$ cat src/rtl/coax_bus_pkg.sv
// Shared types and helpers for the coax bus scheduler.
package coax_bus_pkg;

    localparam int WORD_W = 10;

    typedef enum logic [2:0] {
        ST_IDLE,
        ST_TURN,
        ST_TX_SETUP,
        ST_TX_STROBE,
        ST_TX_RECOVER,
        ST_RX_SETUP,
        ST_RX_STROBE,
        ST_RX_RECOVER
    } state_e;

    typedef enum logic [1:0] {
        DRV_NONE,
        DRV_TX,
        DRV_RX
    } driver_e;

    function automatic int max_of(input int a, input int b);
        return (a > b) ? a : b;
    endfunction

endpackage

$ cat src/rtl/coax_strobe_timer.sv
// Loadable down-counter; done_o is high while the count sits at zero.
module coax_strobe_timer #(
    parameter int W = 3
) (
    input  logic         clk,
    input  logic         reset,
    input  logic         load_i,
    input  logic [W-1:0] load_val_i,
    output logic         done_o
);

    logic [W-1:0] count_q;

    always_ff @(posedge clk) begin
        if (reset) begin
            count_q <= '0;
        end else if (load_i) begin
            count_q <= load_val_i;
        end else if (count_q != '0) begin
            count_q <= count_q - W'(1);
        end
    end

    assign done_o = (count_q == '0);

endmodule

$ cat src/rtl/coax_bus_sched.sv
// Arbitrates the shared coax data bus between the TX load path and RX read path.
// Optional error counter enabled by COAX_BUS_SCHED_ERR_COUNT_EN.
//
// state         | meaning
// IDLE          | arbitrate; previous driver keeps its enable asserted
// TURN          | bus fully released before a driver change
// TX_SETUP      | bus_oe high, word settling ahead of tx_load
// TX_STROBE     | tx_load high
// TX_RECOVER    | bus held while tx_full catches up with the strobe
// RX_SETUP      | rx_enable high; host register captures on last cycle
// RX_STROBE     | rx_read high
// RX_RECOVER    | wait for rx_data_available to reflect the read
module coax_bus_sched
    import coax_bus_pkg::*;
#(
    parameter int SETTLE_CYCLES  = 2,
    parameter int STROBE_CYCLES  = 3,
    parameter int RECOVER_CYCLES = 4,
    parameter int TURN_CYCLES    = 2,
    parameter int MAX_RX_BURST   = 4
) (
    input  logic              clk,
    input  logic              reset,
    input  logic [WORD_W-1:0] host_tx_data,
    input  logic              host_tx_valid,
    output logic              host_tx_ready,
    output logic [WORD_W-1:0] host_rx_data,
    output logic              host_rx_error,
    output logic              host_rx_valid,
    input  logic              host_rx_ready,
    output logic [WORD_W-1:0] bus_out,
    output logic              bus_oe,
    input  logic [WORD_W-1:0] bus_in,
    output logic              rx_enable,
    output logic              tx_load,
    input  logic              tx_full,
    input  logic              rx_active,
    input  logic              rx_error,
    input  logic              rx_data_available,
    output logic              rx_read,
    output logic [7:0]        rx_err_count
);

    localparam int TMR_MAX = max_of(max_of(SETTLE_CYCLES, STROBE_CYCLES),
                                    max_of(RECOVER_CYCLES, TURN_CYCLES));
    localparam int TMR_W   = $clog2(TMR_MAX + 1);
    localparam int BURST_W = $clog2(MAX_RX_BURST + 1);

    localparam logic [TMR_W-1:0]   SETTLE_LD  = TMR_W'(SETTLE_CYCLES - 1);
    localparam logic [TMR_W-1:0]   STROBE_LD  = TMR_W'(STROBE_CYCLES - 1);
    localparam logic [TMR_W-1:0]   RECOVER_LD = TMR_W'(RECOVER_CYCLES - 1);
    localparam logic [TMR_W-1:0]   TURN_LD    = TMR_W'(TURN_CYCLES - 1);
    localparam logic [BURST_W-1:0] BURST_MAX  = BURST_W'(MAX_RX_BURST);

    state_e              state_q, state_d;
    driver_e             last_q, last_d;
    logic [BURST_W-1:0]  burst_q, burst_d;
    logic [WORD_W-1:0]   bus_out_q, bus_out_d;
    logic [WORD_W-1:0]   rx_data_q, rx_data_d;
    logic                rx_err_q, rx_err_d;
    logic                rx_valid_q, rx_valid_d;

    logic                tmr_load;
    logic [TMR_W-1:0]    tmr_val;
    logic                tmr_done;
    logic                rx_cand, tx_cand, grant_tx, grant_rx, capture;

    coax_strobe_timer #(.W(TMR_W)) u_timer (
        .clk        (clk),
        .reset      (reset),
        .load_i     (tmr_load),
        .load_val_i (tmr_val),
        .done_o     (tmr_done)
    );

    // Grants are suppressed under reset so host_tx_ready cannot pulse then.
    always_comb begin
        rx_cand  = rx_data_available & ~rx_valid_q;
        tx_cand  = host_tx_valid & ~tx_full & ~rx_active;
        grant_tx = 1'b0;
        grant_rx = 1'b0;
        if (state_q == ST_IDLE && !reset) begin
            if (tx_cand && (!rx_cand || burst_q == BURST_MAX)) begin
                grant_tx = 1'b1;
            end else if (rx_cand) begin
                grant_rx = 1'b1;
            end
        end
    end

    always_comb begin
        state_d   = state_q;
        last_d    = last_q;
        burst_d   = burst_q;
        bus_out_d = bus_out_q;
        tmr_load  = 1'b0;
        tmr_val   = '0;
        capture   = 1'b0;
        unique case (state_q)
            ST_IDLE: begin
                if (!rx_cand) begin
                    burst_d = '0;
                end
                if (grant_tx) begin
                    burst_d   = '0;
                    bus_out_d = host_tx_data;
                    last_d    = DRV_TX;
                    tmr_load  = 1'b1;
                    if (last_q != DRV_TX) begin
                        state_d = ST_TURN;
                        tmr_val = TURN_LD;
                    end else begin
                        state_d = ST_TX_SETUP;
                        tmr_val = SETTLE_LD;
                    end
                end else if (grant_rx) begin
                    if (burst_q != BURST_MAX) begin
                        burst_d = burst_q + BURST_W'(1);
                    end
                    last_d   = DRV_RX;
                    tmr_load = 1'b1;
                    if (last_q != DRV_RX) begin
                        state_d = ST_TURN;
                        tmr_val = TURN_LD;
                    end else begin
                        state_d = ST_RX_SETUP;
                        tmr_val = SETTLE_LD;
                    end
                end
            end
            ST_TURN: begin
                if (tmr_done) begin
                    tmr_load = 1'b1;
                    tmr_val  = SETTLE_LD;
                    if (last_q == DRV_TX) begin
                        state_d = ST_TX_SETUP;
                    end else begin
                        state_d = ST_RX_SETUP;
                    end
                end
            end
            ST_TX_SETUP: begin
                if (tmr_done) begin
                    state_d  = ST_TX_STROBE;
                    tmr_load = 1'b1;
                    tmr_val  = STROBE_LD;
                end
            end
            ST_TX_STROBE: begin
                if (tmr_done) begin
                    state_d  = ST_TX_RECOVER;
                    tmr_load = 1'b1;
                    tmr_val  = RECOVER_LD;
                end
            end
            ST_RX_SETUP: begin
                if (tmr_done) begin
                    capture  = 1'b1;
                    state_d  = ST_RX_STROBE;
                    tmr_load = 1'b1;
                    tmr_val  = STROBE_LD;
                end
            end
            ST_RX_STROBE: begin
                if (tmr_done) begin
                    state_d  = ST_RX_RECOVER;
                    tmr_load = 1'b1;
                    tmr_val  = RECOVER_LD;
                end
            end
            ST_TX_RECOVER, ST_RX_RECOVER: begin
                if (tmr_done) begin
                    state_d = ST_IDLE;
                end
            end
            default: state_d = ST_IDLE;
        endcase
    end

    // Capture cannot coincide with a held word: RX is only granted while empty.
    always_comb begin
        rx_data_d  = rx_data_q;
        rx_err_d   = rx_err_q;
        rx_valid_d = rx_valid_q;
        if (capture) begin
            rx_data_d  = bus_in;
            rx_err_d   = rx_error;
            rx_valid_d = 1'b1;
        end else if (rx_valid_q && host_rx_ready) begin
            rx_valid_d = 1'b0;
        end
    end

    always_ff @(posedge clk) begin
        if (reset) begin
            state_q    <= ST_IDLE;
            last_q     <= DRV_NONE;
            burst_q    <= '0;
            bus_out_q  <= '0;
            rx_data_q  <= '0;
            rx_err_q   <= 1'b0;
            rx_valid_q <= 1'b0;
        end else begin
            state_q    <= state_d;
            last_q     <= last_d;
            burst_q    <= burst_d;
            bus_out_q  <= bus_out_d;
            rx_data_q  <= rx_data_d;
            rx_err_q   <= rx_err_d;
            rx_valid_q <= rx_valid_d;
        end
    end

    assign host_tx_ready = grant_tx;
    assign bus_out       = bus_out_q;
    assign host_rx_data  = rx_data_q;
    assign host_rx_error = rx_err_q;
    assign host_rx_valid = rx_valid_q;
    assign tx_load       = (state_q == ST_TX_STROBE);
    assign rx_read       = (state_q == ST_RX_STROBE);
    assign bus_oe        = (state_q inside {ST_TX_SETUP, ST_TX_STROBE, ST_TX_RECOVER}) ||
                           (state_q == ST_IDLE && last_q == DRV_TX);
    assign rx_enable     = (state_q inside {ST_RX_SETUP, ST_RX_STROBE, ST_RX_RECOVER}) ||
                           (state_q == ST_IDLE && last_q == DRV_RX);

`ifdef COAX_BUS_SCHED_ERR_COUNT_EN
    logic [7:0] err_cnt_q;

    always_ff @(posedge clk) begin
        if (reset) begin
            err_cnt_q <= 8'd0;
        end else if (capture && rx_error && err_cnt_q != 8'hFF) begin
            err_cnt_q <= err_cnt_q + 8'd1;
        end
    end

    assign rx_err_count = err_cnt_q;
`else
    assign rx_err_count = 8'd0;
`endif

endmodule

$ cat config.mk
export PLATFORM = sky130hd
export DESIGN_NAME = coax_bus_sched
export DESIGN_NICKNAME = d
export VERILOG_FILES = /design/src/rtl/coax_bus_pkg.sv /design/src/rtl/coax_strobe_timer.sv /design/src/rtl/coax_bus_sched.sv
export SDC_FILE = /design/constraint.sdc
export NUM_CORES = 1
export LEC_CHECK = 0
export BUFFER_PORTS_ARGS = -buffer_cell sky130_fd_sc_hd__buf_2
export CAP_MARGIN = 20
export CORE_ASPECT_RATIO = 1.4
export CORE_MARGIN = 5
export CORE_UTILIZATION = 38
export DETAILED_ROUTE_END_ITERATION = 10
export SYNTH_ARGS = -nofsm -noshare
export SYNTH_HDL_FRONTEND = slang
export SYNTH_HIERARCHICAL = 1
export SYNTH_SLANG_ARGS = --single-unit
$ cat constraint.sdc
create_clock -name clk -period 2.2 [get_ports clk]
set_input_delay 0.22 -clock clk [delete_from_list [all_inputs] [get_ports clk]]
set_output_delay 0.22 -clock clk [all_outputs]
set_load 0.02 [all_outputs]
After elaboration in Yosys (flattened, before gate mapping)

Cells that the tools add are included.

Add/subtract/negate cells: 2
Multiply operators: 0
Divide/modulo/power cells: 0
$lt $le $gt $ge: 0
Equality and inequality tests: 20
Shift-type cells: 0
Mux-type cells: 38
Bitwise operators: 6
Reduce and logical (&&, ||, !) cells: 25

Operators by type and width:

| kind                  | count |
|---|---|
| $mux W3               | 16 |
| $pmux W3 S7           | 1 |
| $eq A3 B3 Y1 const B  | 5 |
| $mux W1               | 14 |
| $mux W2               | 5 |
| $ne A2 B2 Y1 const B  | 5 |
| $reduce_bool A3 Y1    | 3 |
| $pmux W2 S4           | 1 |
| $reduce_and A7 Y1     | 1 |
| $eq A3 B2 Y1 const B  | 2 |
| $logic_not A3 Y1      | 2 |
| $ne A2 B1 Y1 const B  | 3 |
| $ne A3 B3 Y1 const B  | 2 |
| $reduce_bool A2 Y1    | 3 |
| $reduce_or A2 Y1      | 3 |
| $logic_and A1 B1 Y1   | 5 |
| $reduce_or A5 Y1      | 1 |
| $reduce_and A2 Y1     | 2 |
| $add A3 B1 Y3 const B | 1 |
| $and A1 B1 Y1         | 3 |
| $eq A3 B1 Y1 const B  | 1 |
| $logic_or A1 B1 Y1    | 3 |
| $not A1 Y1            | 3 |
| $sub A3 B1 Y3 const B | 1 |
| other kinds (4)       | 5 |

Bits in registers: 33
Bits in latches: 0
Memory bits (writable): 0
Memory bits (read-only): 0
Input bits: 28
Output and inout bits: 35
Word-level logic and storage cells: 99
Memories: 0

Longest topological paths before layout

Depth in word-level cells: 11
Mapped depth: 9

Cells and area by module

The synthesis kept the hierarchy.

By module, submodules not included:

| module            | instances | cells each | area an instance (µm²) | sequential area each (µm²) |
|---|---|---|---|---|
| coax_bus_sched    | 1         | 198        | 1,496.4                | 600.6 |
| coax_strobe_timer | 1         | 22         | 206.4                  | 60.1 |

Worst setup path after synthesis

No wires, ideal clock.

Path type: flip-flop to flip-flop
Start: register rx_valid_q (netlist: host_rx_valid)
End: register u_timer.count_q[1]
Arrival time: 1.948 ns
Setup slack: 0.140 ns
Stages on the path, launching flop included: 7
Buffers on the path: 0
Path through: dfxtp_1 > nand2b_1 > a2111oi_2 > a21oi_1 > o21ai_0 > nor2b_1 > a2111oi_1

Cells in the longest elaborated chain, start to end: 11

RTL lines:

| what                                          | line                    | RTL |
|---|---|---|
| start, declared                               | coax_bus_sched.sv:61    | `logic rx_valid_q, rx_valid_d;` |
| start signal, assigned                        | coax_bus_sched.sv:210   | `rx_valid_q <= rx_valid_d;` |
| $not A1 Y1 *                                  | coax_bus_sched.sv:78    | `rx_cand = rx_data_available & ~rx_valid_q;` |
| $and A1 B1 Y1 *                               | coax_bus_sched.sv:78    |  |
| $logic_not A1 Y1                              | -                       |  |
| $logic_or A1 B1 Y1                            | coax_bus_sched.sv:83    | `if (tx_cand && (!rx_cand \|\| burst_q == BURST_MAX)) begin` |
| $logic_and A1 B1 Y1                           | coax_bus_sched.sv:83    |  |
| $mux W1                                       | coax_bus_sched.sv:83    |  |
| $mux W1                                       | coax_bus_sched.sv:82    | `if (state_q == ST_IDLE && !reset) begin` |
| $mux W1                                       | coax_bus_sched.sv:116   | `end else if (grant_rx) begin` |
| $mux W1 *                                     | coax_bus_sched.sv:104   | `if (grant_tx) begin` |
| $pmux W1 S2 *                                 | coax_bus_sched.sv:99    | `unique case (state_q)` |
| net tmr_load                                  | coax_bus_sched.sv:63    | `logic tmr_load;` |
| $mux W3 or $reduce_bool A2 Y1 (tied branches) | -                       |  |
| end signal, assigned                          | coax_strobe_timer.sv:18 | `count_q <= load_val_i;` |
| end signal, assigned                          | coax_strobe_timer.sv:20 | `count_q <= count_q - W'(1);` |
| end, declared                                 | coax_strobe_timer.sv:12 | `logic [W-1:0] count_q;` |

The timed path passes the listed nets; every way through them passes the cells marked *.
A chain may end at the register's enable or synchronous reset.

Worst setup path in the final report

Start: register burst_q[0]
End: output host_tx_ready

Cells in the longest elaborated chain, start to end: 5

RTL lines:

| what                   | line                  | RTL |
|---|---|---|
| start, declared        | coax_bus_sched.sv:57  | `logic [BURST_W-1:0] burst_q, burst_d;` |
| start signal, assigned | coax_bus_sched.sv:206 | `burst_q <= burst_d;` |
| $eq A3 B3 Y1           | coax_bus_sched.sv:83  |  |
| $logic_or A1 B1 Y1     | coax_bus_sched.sv:83  |  |
| $logic_and A1 B1 Y1    | coax_bus_sched.sv:83  |  |
| $mux W1                | coax_bus_sched.sv:83  |  |
| $mux W1                | coax_bus_sched.sv:82  |  |
| end, declared          | coax_bus_sched.sv:26  | `output logic host_tx_ready,` |

No other way between the ends.

==> impl_metrics.tcl <==
set metrics [dict create \
    outcome "finished, final reports clean" \
    drt_first_pass_iters 4 \
    wl_per_cell_um 11.6 \
    combPwrFrac 0.411 \
    hold_buffers 0 \
    drv_cap 0 \
    cts_sinks 33 \
    clockPowerShare 0.220 \
    synth_area_per_cell_um2 7.74 \
    worst-r2r-cell-count 7 \
    clock_path_buffers 2 \
    critPathMostFrequentCell "inv_1" \
    final_common_cell "buf_2" \
    hold_viol 0 \
    synthArstFlopShare 0 \
    nFillCells 489 \
    fin_crit_sh 0.928 \
    startpoint_type "flop" \
    yosys-top-cells-area "dfxtp_1, nand2_1, a21oi_1" \
    skew_ps 7.30 \
    yosysWarningCount 6 \
    routed_wl_um 3890 \
    synth_top_area_cell "dfxtp_1" \
    cp_cell_sequence "inv_1, ha_1, and2_1, o2111ai_2, buf_6, inv_1, buf_2" \
    pwr-share-seq 0.370 \
    cp_top_family "buffers and inverters" \
    first_iter_violations 51 \
    grt_start_max_net_pins 24 \
    crit_required_ps 1980 \
    rr_endpoint "u_timer/count_q[1]" \
    worstHoldPathCells 3 \
    port_buffers 54 \
    grt_setup_unrepaired "false" \
    yosysUniqueCellTypes 44 \
    cts-buffers-inserted 5 \
    synth_ff_type "dfxtp_1" \
    n_antenna_cell 0 \
    power.internal_mw 1.29 \
    antenna_found_initial 0 \
    seq_area_um2 661 \
    hold_ws_ps 175 \
    gp_congestion 0.739 \
    die_w_um 66.6 \
    drive_above_1_share 0.272 \
    finalNetCount 308 \
    io_pins 63 \
    max_stage_delay_ps 380 \
    slew_viol_final 0 \
    power_mw 2.06 \
    clk_pin_slew_ps 60 \
    p_leak_nw 0.969 \
    worstSetupEndpointType "primary output" \
    cp_max_fo 21 \
    tns_ps 0 \
    rrSetupSlack_ps 290 \
    final_cell_mix "buf_2, dfxtp_1, nand2_1" \
    yosysTopAreaCellShare 0.388 \
    min_to "host_rx_data[1]" \
    setup_violations 0 \
    die_h_um 89.2 \
    period_minus_slack_ps 2040 \
    grt-ovfl-total 0 \
    multiInputGateArea_um2 887 \
    synth.cell_area_mm2 0.00170 \
    power_density_mw_per_mm2 969 \
    htreeDepth 2 \
    final_core_util 0.496 \
    grt_pass1_vias 1428 \
    min-delay-start "bus_in[1]" \
    crit_type "flop to primary output" \
    dpl.hpwl_um 2970 \
    crit_slowest_cell "dfxtp_1" \
    critPathBufInv 4 \
    vias_per_cell 4.74 \
    core_area_mm2 0.00427 \
    synth-seq-area-share 0.388 \
    fmax_mhz 490 \
    hold_path_class "input pin to flop" \
    vias 1593 \
    grt_pass1_wl_um 6370 \
    swShare 0.370 \
    dieArea_mm2 0.00594 \
    root_buffer "clkbuf_8" \
    tritoncts "built" \
    ctsResizeCount 1 \
    synthToLayoutAreaGrowth_pct 24.6 \
    post-cts-setup-buffers 0 \
    p_sw_uw 762 \
    worstSkewPairLatency_ps 280 \
    reg2reg_from "host_rx_valid" \
    synth_edf_count 0 \
    grt_util_all_layers 0.141 \
    start_util 0.398 \
    synth_cells 220 \
    postRouteAntennaNets 0 \
    row_count 28 \
    drc 0 \
    synth-seq-cells 33 \
    arrival_ps 1820 \
    ir_drop_v 0.000379 \
]
## how the worst max path moves through the flow
stage | end | start | depth (start not counted)
floorplan | u_timer/count_q[1] | host_rx_valid | 6
global route | host_tx_ready | burst_q[0] | 7
CTS | host_tx_ready | burst_q[0] | 7
finish | host_tx_ready | burst_q[0] | 7
global placement | u_timer/count_q[1] | tx_full | 8
detailed placement | u_timer/count_q[1] | tx_full | 8
## state kept, by name, summed over array words and instances (netlist names)
signal           flops
u_timer/count_q      3
burst_q              3
host_rx_valid        1
bus_out             10
state_q              3
host_rx_error        1
last_q               2
host_rx_data        10
## worst reg2reg max path: cells and delay by family (launching register included)
kind                   cells  cell delay (ps)
and+or+nand+nor            2              310
DFF                        1              330
buffers and inverters      1              160
AOI/OAI and AO/OA          4             1010
## per-stage QoR
stage	setup slack [ps]	instance area [um^2]	std cells
floorplan	140	1730	228
global placement	168	2020	329
detailed placement	150	2020	329
CTS	89.3	2110	336
global route	12.2	2120	336
finish	159	2120	336
## cells in the mapped netlist, drive strengths merged (3+ instances only)
| cell type | number |
|---|---|
| a2111oi | 3 |
| a21oi | 20 |
| buf | 14 |
| clkbuf | 8 |
| dfxtp | 33 |
| ha | 4 |
| inv | 19 |
| nand2 | 31 |
| nand2b | 5 |
| nand3 | 13 |
| nor2 | 11 |
| nor2b | 7 |
| nor3b | 3 |
| o21ai | 20 |
## area by class of cell
| type | count | area share |
|---|---|---|
| Clock buffer | 7 | 0.0407 |
| Inverter | 19 | 0.0336 |
| Multi-Input combinational cell | 154 | 0.418 |
| Sequential cell | 33 | 0.311 |
| Tap cell | 60 | 0.0354 |
| Timing Repair Buffer | 63 | 0.161 |
## logic make-up after synthesis
group	share of synthesized area
flip-flops	0.388
XOR/XNOR	0.0103
adder cells (fa/ha/maj)	0.0294
AND/OR/NAND/NOR	0.243
multiplexers	0.00588
buffers and inverters	0.115
other	0.00220
AO/OA/AOI/OAI	0.206
## per-layer routing
layer / GRT usage / vias to the layer above / wire length [um]
met3: 0.0365 / 4 / 180
met2: 0.255 / 33 / 2130
met1: 0.151 / 718 / 1510
met4: 0.0665 / 0 / 69
li1: - / 838 / -
met5: 0 / - / 0
## power by group through the flow
stage / sequential (mW) / clock (mW) / combinational, mW
after floorplan: 0.752 / 0 / 0.657
after global placement: 0.772 / 0 / 0.837
after detailed placement: 0.773 / 0 / 0.843
after CTS: 0.761 / 0.471 / 0.850
after global routing: 0.777 / 0.499 / 0.961
final: 0.760 / 0.452 / 0.844
Note: power is estimated with default switching activity, not from simulation.
